==> config.mk <==
export PLATFORM = sky130hd
export DESIGN_NAME = uart_fifo_tx
export DESIGN_NICKNAME = d
export VERILOG_FILES = /design/src/rtl/uart_fifo_tx.sv
export SDC_FILE = /design/constraint.sdc
export NUM_CORES = 1
export LEC_CHECK = 0
export ABC_AREA = 1
export CELL_PAD_IN_SITES_DETAIL_PLACEMENT = 0
export CELL_PAD_IN_SITES_GLOBAL_PLACEMENT = 1
export CORE_ASPECT_RATIO = 0.75
export CORE_MARGIN = 4
export CORE_UTILIZATION = 40
export CTS_CLUSTER_DIAMETER = 100
export DETAILED_ROUTE_END_ITERATION = 8
export GPL_ROUTABILITY_DRIVEN = 0
export GPL_TIMING_DRIVEN = 0
export PLACE_DENSITY = 0.81
export SYNTH_ARGS = -nofsm -noshare
export SYNTH_HDL_FRONTEND = slang
export SYNTH_SLANG_ARGS = --single-unit
==> constraint.sdc <==
create_clock -name clk -period 1.5 [get_ports clk]
set_input_delay 0.375 -clock clk [delete_from_list [all_inputs] [get_ports clk]]
set_output_delay 0.375 -clock clk [all_outputs]
set_load 0.005 [all_outputs]
==> src/rtl/uart_fifo_tx.sv <==
// uart_fifo_tx: pops TX FIFO bytes and serializes them as 8N1 (8E1 with UART_TX_PARITY_EN)
module uart_fifo_tx #(
  parameter int CLKS_PER_BIT = 434
) (
  input  logic       clk,
  input  logic       reset,
  input  logic       fifo_empty,
  input  logic [7:0] fifo_q,
  output logic       fifo_rdreq,
  output logic       txd,
  output logic       busy
);
  localparam int CW = $clog2(CLKS_PER_BIT);
  localparam logic [CW-1:0] LAST = CW'(CLKS_PER_BIT - 1);
`ifdef UART_TX_PARITY_EN
  typedef enum logic [2:0] {IDLE, FETCH, START, DATA, PARITY, STOP} state_t;
`else
  typedef enum logic [2:0] {IDLE, FETCH, START, DATA, STOP} state_t;
`endif
  state_t state, state_n;
  logic [CW-1:0] cnt, cnt_n;
  logic [2:0] idx, idx_n;
  logic [7:0] shift, shift_n;
  logic txd_n;
  logic tick;
`ifdef UART_TX_PARITY_EN
  logic par, par_n;
`endif
  assign tick = cnt == LAST;
  assign fifo_rdreq = (state == IDLE) & ~fifo_empty & ~reset;
  assign busy = state != IDLE;
  always_comb begin
    state_n = state;
    cnt_n = tick ? '0 : cnt + 1'b1;
    idx_n = idx;
    shift_n = shift;
    txd_n = txd;
`ifdef UART_TX_PARITY_EN
    par_n = par;
`endif
    case (state)
      IDLE: begin
        cnt_n = '0;
        txd_n = 1'b1;
        state_n = fifo_rdreq ? FETCH : IDLE;
      end
      FETCH: begin
        shift_n = fifo_q;
        txd_n = 1'b0;
        cnt_n = '0;
        state_n = START;
`ifdef UART_TX_PARITY_EN
        par_n = ^fifo_q;
`endif
      end
      START: if (tick) begin
        txd_n = shift[0];
        idx_n = '0;
        state_n = DATA;
      end
      DATA: if (tick) begin
        if (idx == 3'd7) begin
`ifdef UART_TX_PARITY_EN
          txd_n = par;
          state_n = PARITY;
`else
          txd_n = 1'b1;
          state_n = STOP;
`endif
        end else begin
          shift_n = shift >> 1;
          txd_n = shift[1];
          idx_n = idx + 3'd1;
        end
      end
`ifdef UART_TX_PARITY_EN
      PARITY: if (tick) begin
        txd_n = 1'b1;
        state_n = STOP;
      end
`endif
      STOP: state_n = tick ? IDLE : STOP;
      default: state_n = IDLE;
    endcase
  end
  always_ff @(posedge clk) begin
    if (reset) begin
      state <= IDLE;
      txd <= 1'b1;
      cnt <= '0;
      idx <= '0;
      shift <= '0;
`ifdef UART_TX_PARITY_EN
      par <= 1'b0;
`endif
    end else begin
      state <= state_n;
      txd <= txd_n;
      cnt <= cnt_n;
      idx <= idx_n;
      shift <= shift_n;
`ifdef UART_TX_PARITY_EN
      par <= par_n;
`endif
    end
  end
endmodule
# Yosys cells after proc, flatten, opt, wreduce, memory -nomap -nowiden
# Cells that the tools add are included.
[word_totals] ff_bits=24 inputBits=11 out_inout_bits=3 elab_cells=48
[op_classes] n_addsub=2 n_eq_ne=10 mux=17 bitwise=4 reduce_logical=10
[ops] op="3-bit two-way mux" count=7
[ops] op="8-bit two-way mux" count=2
[ops] op="8-bit case mux with 2 select lines" count=1
[ops] op="3-bit case mux with 5 select lines" count=1
[ops] op="9-bit by 1-bit adder with 9-bit output, second input constant" count=1
[ops] op="9-bit equality test, second input constant" count=1
[ops] op="3-bit AND reduction" count=3
[ops] op="2-bit inequality test, second input constant" count=4
[ops] op="3-bit by 2-bit equality test with 1-bit output, second input constant" count=2
[ops] op="3-bit equality test, second input constant" count=2
[ops] op="3-bit case mux with 2 select lines" count=1
[ops] op="1-bit two-way mux" count=4
[ops] op="1-bit case mux with 4 select lines" count=1
[ops] op="4-bit AND reduction" count=1
[ops] op="2-bit nonzero test" count=2
[ops] op="4-bit nonzero test" count=1
[ops] op="4-bit OR reduction" count=1
[ops] op="3-bit by 1-bit adder with 3-bit output, second input constant" count=1
[ops] op="3-bit by 1-bit equality test with 1-bit output, second input constant" count=1
[ops] op="3-bit zero test" count=1
[ops] op="3-bit nonzero test" count=1
[ops] op="1-bit bitwise AND" count=2
[ops] op="1-bit NOT" count=2

# Longest topological paths before layout
# Gate-level depths: netlist of the first run.
[depth] word_depth=5 ltp_mapped=10 mapped_depth_nobuf=10

# Least setup slack after synthesis of the first run
# No wires, ideal clock.
[synth_path] path_kind="register to register" from="reg idx[0]" to="reg shift[1]" setup_ns=0.062 arrival_time_ns=1.187 required_ns=1.438 path_slack_ns=0.251 path_stages_with_launch=10 path_buffers=0 period_less_slack_ns=1.249 path_cell_list="dfxtp_1 -> ha_1 -> ha_1 -> inv_1 -> nand2_4 -> nand2_8 -> nand2_8 -> inv_12 -> nor2_4 -> nor2_2"
[synth_via] elab_chain_cells=3
[synth_rtl] element="start, declared" line_no="22" source="logic [2:0] idx, idx_n;"
[synth_rtl] element="start signal, assigned" line_no="100" source="idx <= idx_n;"
[synth_rtl] element="3-bit equality test" line_no="62" source="if (idx == 3'd7) begin"
[synth_rtl] element="2-bit inequality test (no line)"
[synth_rtl] element="3-bit AND reduction (no line)"
[synth_rtl] element="end signal, assigned" line_no="101" source="shift <= shift_n;"
[synth_rtl] element="end, declared" line_no="23" source="logic [7:0] shift, shift_n;"
# No other way between the ends.
# A chain may end at the register's enable or synchronous reset.

# Worst setup path after layout of the first run
[layout_path] from="in reset" to="out fifo_rdreq"
[layout_via] elab_chain_cells=2
[layout_rtl] element="start, declared" line_no="6" source="input logic reset,"
[layout_rtl] element="1-bit NOT" line_no="30" source="assign fifo_rdreq = (state == IDLE) & ~fifo_empty & ~reset;"
[layout_rtl] element="1-bit bitwise AND" line_no="30"
[layout_rtl] element="end, declared" line_no="9" source="output logic fifo_rdreq,"
# No other way between the ends.

==> results of run 1 <==
[Yosys cell counts, drive strengths merged]
cell type | n | area (sq um)
dfxtp | 24 | 480
ha | 4 | 50.1
o21ai | 2 | 10.0
nand4 | 8 | 65.1
clkbuf | 1 | 3.75
a21oi | 8 | 43.8
or2 | 4 | 25.0
xor2 | 4 | 35.0
nor3 | 3 | 15.0
inv | 20 | 90.1
nor2 | 32 | 216
o22ai | 1 | 6.26
buf | 3 | 23.8
nand2 | 50 | 258
nand3 | 20 | 123
[report_power, final]
group          internal, uW  leakage (uW)  switching, uW
Sequential              782      0.000196            130
Clock                   357     0.0000357            209
Combinational           522      0.000526            788
Total                  1660      0.000758           1130
[what timing repair did]
item	in CTS	in global routing
gates resized for setup	18	2
buffers inserted	2	0
setup endpoints to repair	9	3
pin swaps	2	1
[cells by family after synthesis]
group,after synthesis,share of synthesized area
AND/OR/NAND/NOR,117,0.486
buffers and inverters,24,0.0814
flip-flops,24,0.332
AO/OA/AOI/OAI,11,0.0416
XOR/XNOR,4,0.0242
adder cells (fa/ha/maj),4,0.0346
[final timing paths]
path | start | endpoint | cells after the start
setup / recovery | reset | fifo_rdreq | 4
hold / removal | reset | state[1] | 2
setup reg to reg | cnt[0] | shift[4] | 9
hold reg to reg | shift[7] | shift[7] | 2
[per-layer routing]
layer | global-route usage | wire length (microns) | up-vias | part of all wire
li1 | - | - | 625 | -
met1 | 0.200 | 1500 | 530 | 0.52
met2 | 0.202 | 1230 | 24 | 0.42
met3 | 0.0377 | 163 | 2 | 0.056
met4 | 0.0152 | 8 | 0 | 0.0028
met5 | 0 | 0 | - | 0
[stage by stage]
| step | setup WS (ns) | cells |
|---|---|---|
| after detailed placement | -0.721 | 237 |
| after global placement | -0.730 | 237 |
| after floorplan | 0.251 | 184 |
| final | 0.0423 | 243 |
| after global routing | 0.0000155 | 243 |
| after CTS | 0.00187 | 243 |
[layout make-up]
| class | count | area, sq um |
|---|---|---|
| Clock inverter | 1 | 30.0 |
| Tap cell | 40 | 50.0 |
| Sequential cell | 24 | 484 |
| Multi-Input combinational cell | 136 | 860 |
| Fill cell | 339 | 1650 |
| Clock buffer | 3 | 41.3 |
| Inverter | 20 | 95.1 |
| Buffer | 4 | 27.5 |
| Timing Repair Buffer | 15 | 138 |
[critical path, cell delays in order]
cell and delay (ns):
clkdlybuf4s15_2 0.23, or2_4 0.27, nor2_2 0.09, buf_2 0.11
[registers in the layout, summed over array words and instances (netlist names)]
register	flops
shift	8
cnt	9
state	3
idx	3
txd	1
==> results.cfg, run 1 <==
[yosys]
ys_types = 30
synthCells = 184
ys.warnings.count = 0
mappedNetlistArea_sq_um = 1450
ys_ff_latch = 24
ys_seq_area_frac = 0.332
syn-num-nets = 199
syn_avg_cell_area_sq_um = 7.85

[timing]
fin_hold_ws_ns = 0.437
relSlewSlack = 0.659
drv_slew = 0
grt_setup_unrepaired = no
fin_setup_tns_ns = 0
finalHoldViolCount = 0
worstMarginPinSlew_ns = 0.511
fin_crit_sh = 0.972
clock.fmax_mhz = 686
post-route-min-period_ns = 1.46
skew_ns = 0.00167
setup_viol = 0

[critical_path]
crit_type = primary input to output port
start_kind = primary input
cp_max_fo = 6
reg2reg_slack_ns = 0.13
critPathCaptureType = output port
critPathArrivalTime_ns = 1.08
critPathRequiredTime_ns = 1.12

[final_layout]
drive_above_1_share = 0.261
final_area_sq_um = 1730
final_core_utilization = 0.511
layout_common_cells = nand2_1 (43), dfxtp_1 (21), nand3_1 (17), inv_1 (15), nor2_1 (14)
fin_nets = 219
antenna_cells = 0
layout.cells.most_common = nand2_1
syn_to_final_growth_pct = 19.4

[drt]
wl_per_cell_microns = 11.9
routed_via_density = 4.86
drtAntennaViolNets = 0
drc = 0
vias = 1181
detail_route.iter0.violations = 61
first_pass_iters = 4
wirelength_microns = 2900

[clock_network]
worstSkewPairLatency_ns = 0.26
cts_made_buffers = 3
clock_sinks = 24
htree_levels = 1
cts_max_path_buffers = 2
cts_hold_buf = 0
root_buffer = clkbuf_8
cts_tree = done
clk_pin_slew_worst_paths_ns = 0.09

[power]
power.total_uw = 2790
powerDensity_nw_per_um2 = 1620
ir_drop_mv = 0.857
p_leak_uw = 0.000758

[floorplan]
rows = 18
pin_count = 14
core_sq_um = 3380
die_y_microns = 60.1
die_area_sq_um = 4650
start_util = 0.428
die_w_microns = 77.4

[global_routing]
grt_pass1_wl_microns = 5000
grt_max_degree = 15
grt_remaining_overflow = 0
antenna_found_initial = 0
track_usage = 0.135
grt_pass1_vias = 1064

[placed_design]
place_area_sq_um = 1630
io_buffers = 13
dpl.hpwl_microns = 2200

[outcome]
outcome = completed

[worst_hold_path]
hold_path.class = primary input to flop

[flow_run]
maxCapViolations = 0
Power figures use the tool's default switching activity.
==> run 2: changes to the inputs <==
--- a/config.mk
+++ b/config.mk
@@ -6,10 +6,11 @@
 export NUM_CORES = 1
 export LEC_CHECK = 0
 export ABC_AREA = 1
+export ABC_CLOCK_PERIOD_IN_PS = 1500
 export CELL_PAD_IN_SITES_DETAIL_PLACEMENT = 0
 export CELL_PAD_IN_SITES_GLOBAL_PLACEMENT = 1
 export CORE_ASPECT_RATIO = 0.75
-export CORE_MARGIN = 4
+export CORE_MARGIN = 1.5
 export CORE_UTILIZATION = 40
 export CTS_CLUSTER_DIAMETER = 100
 export DETAILED_ROUTE_END_ITERATION = 8
==> results.cfg, run 2 (synthesis gave the netlist of run 1 again) <==
[timing]
drv_slew = 0
worstMarginPinSlew_ns = 0.472
post-route-min-period_ns = 1.45
fin_hold_ws_ns = 0.341
setup_ws_ns = 0.0454
relSlewSlack = 0.686
clock.fmax_mhz = 687
fin_crit_sh = 0.970
grt_setup_unrepaired = no
setup_viol = 0
fin_setup_tns_ns = 0
finalHoldViolCount = 0
skew_ns = 0.0105

[placed_design]
place_area_sq_um = 1630
io_buffers = 13
dp.cells = 237
place_ws_ns = -0.727
dpl.hpwl_microns = 2190

[critical_path]
critPathMaxStageDelay_ns = 0.49
critPathCaptureType = output port
critPathRequiredTime_ns = 1.12
crit_chain = clkdlybuf4s50_1
cp_max_fo = 2
crit_type = flop to output port
path_delay_family = buffers and inverters
r2r.worst_path.cells = 9
reg2reg_slack_ns = 0.15
reg2reg_from = idx[0]
worstPathBufferInverterCount = 1
critPathArrivalTime_ns = 1.08
critPathSlowestCell = clkdlybuf4s50_1
reg2reg_to = shift[2]
start_kind = flop

[clock_network]
htree_levels = 1
cts_tree = done
cts_max_path_buffers = 2
root_buffer = clkbuf_8
cts_hold_buf = 0
worstSkewPairLatency_ns = 0.27
clk_pin_slew_worst_paths_ns = 0.09
clock_sinks = 24
cts_made_buffers = 3

[drt]
wirelength_microns = 2970
wl_per_cell_microns = 12.2
drc = 0
drtAntennaViolNets = 0
routed_via_density = 4.75
detail_route.iter0.violations = 30
first_pass_iters = 4
vias = 1158

[final_layout]
fillers = 330
fin_nets = 220
layout_common_cells = nand2_1 (43), dfxtp_1 (20), nand3_1 (17), inv_1 (15), nor2_1 (14)
drive_above_1_share = 0.270
final_area_sq_um = 1720
syn_to_final_growth_pct = 18.7
stdcell_count = 244
largest_reg_flops = 9
regMostFlops = cnt
layout.cells.most_common = nand2_1
largestRegisters = cnt x9, shift x8
antenna_cells = 0

[worst_hold_path]
hold_path.class = primary input to flop
hp-start = reset
hold_depth = 2
hold_path_end = state[0]

[outcome]
outcome = completed

[power]
p_sw_frac = 0.421
p_leak_uw = 0.000753
powerDensity_nw_per_um2 = 1590
power.switching_uw = 1140
pwr-share-seq = 0.339
clkPwrFrac = 0.163
pwr-share-comb = 0.498
p_int_uw = 1580
ir_drop_mv = 0.678

[floorplan]
pin_count = 14
die_area_sq_um = 3990
core_sq_um = 3380
die_y_microns = 55.1
start_util = 0.428
die_w_microns = 72.4
rows = 18

[flow_run]
maxCapViolations = 0

[global_routing]
track_usage = 0.168
grt_max_degree = 14
grt_pass1_wl_microns = 4960
grt_pass1_vias = 1073
antenna_found_initial = 0
grt_remaining_overflow = 0
## run 2: per-layer routing
layer	wire, microns	global-route usage	vias to the layer above
li1	-	-	630
met1	1570	0.237	510
met2	1250	0.250	16
met3	129	0.0471	2
met4	17	0.0503	0
met5	0	0	-
## run 2: power groups by stage
stage / Sequential, uW / Clock, uW / Combinational [uW]
global route: 937 / 489 / 1480
CTS: 915 / 458 / 1370
finish: 922 / 443 / 1350
detailed placement: 923 / 0 / 1280
global placement: 917 / 0 / 1250
floorplan: 907 / 0 / 997
## run 2: cell type report
class	instances	area [sq um]	area share
Buffer	4	31.3	0.0182
Clock buffer	4	55.1	0.0321
Inverter	20	95.1	0.0554
Multi-Input combinational cell	136	860	0.501
Sequential cell	24	488	0.284
Tap cell	40	50.0	0.0292
Timing Repair Buffer	16	136	0.0795
## run 2: how the worst max path moves through the flow
stage | start | to | depth (start not counted)
after floorplan | idx[0] | shift[1] | 9
after global placement | reset | fifo_rdreq | 4
after detailed placement | reset | fifo_rdreq | 4
after CTS | txd | txd | 1
after global routing | state[1] | fifo_rdreq | 5
final | txd | txd | 1
## run 2: metrics by stage
| step | util | power, uW |
|---|---|---|
| final | 0.508 | 2720 |
| after global placement | 0.481 | 2160 |
| after CTS | 0.510 | 2740 |
| after global routing | 0.508 | 2900 |
| after detailed placement | 0.481 | 2200 |
| after floorplan | - | 1900 |
## run 2: what timing repair did
item | 4_1_cts | 5_1_grt
gates resized for setup | 18 | 5
gates cloned | 0 | 0
setup buffers | 3 | 0
setup endpoints to repair | 6 | 4
pin swaps | 2 | 1
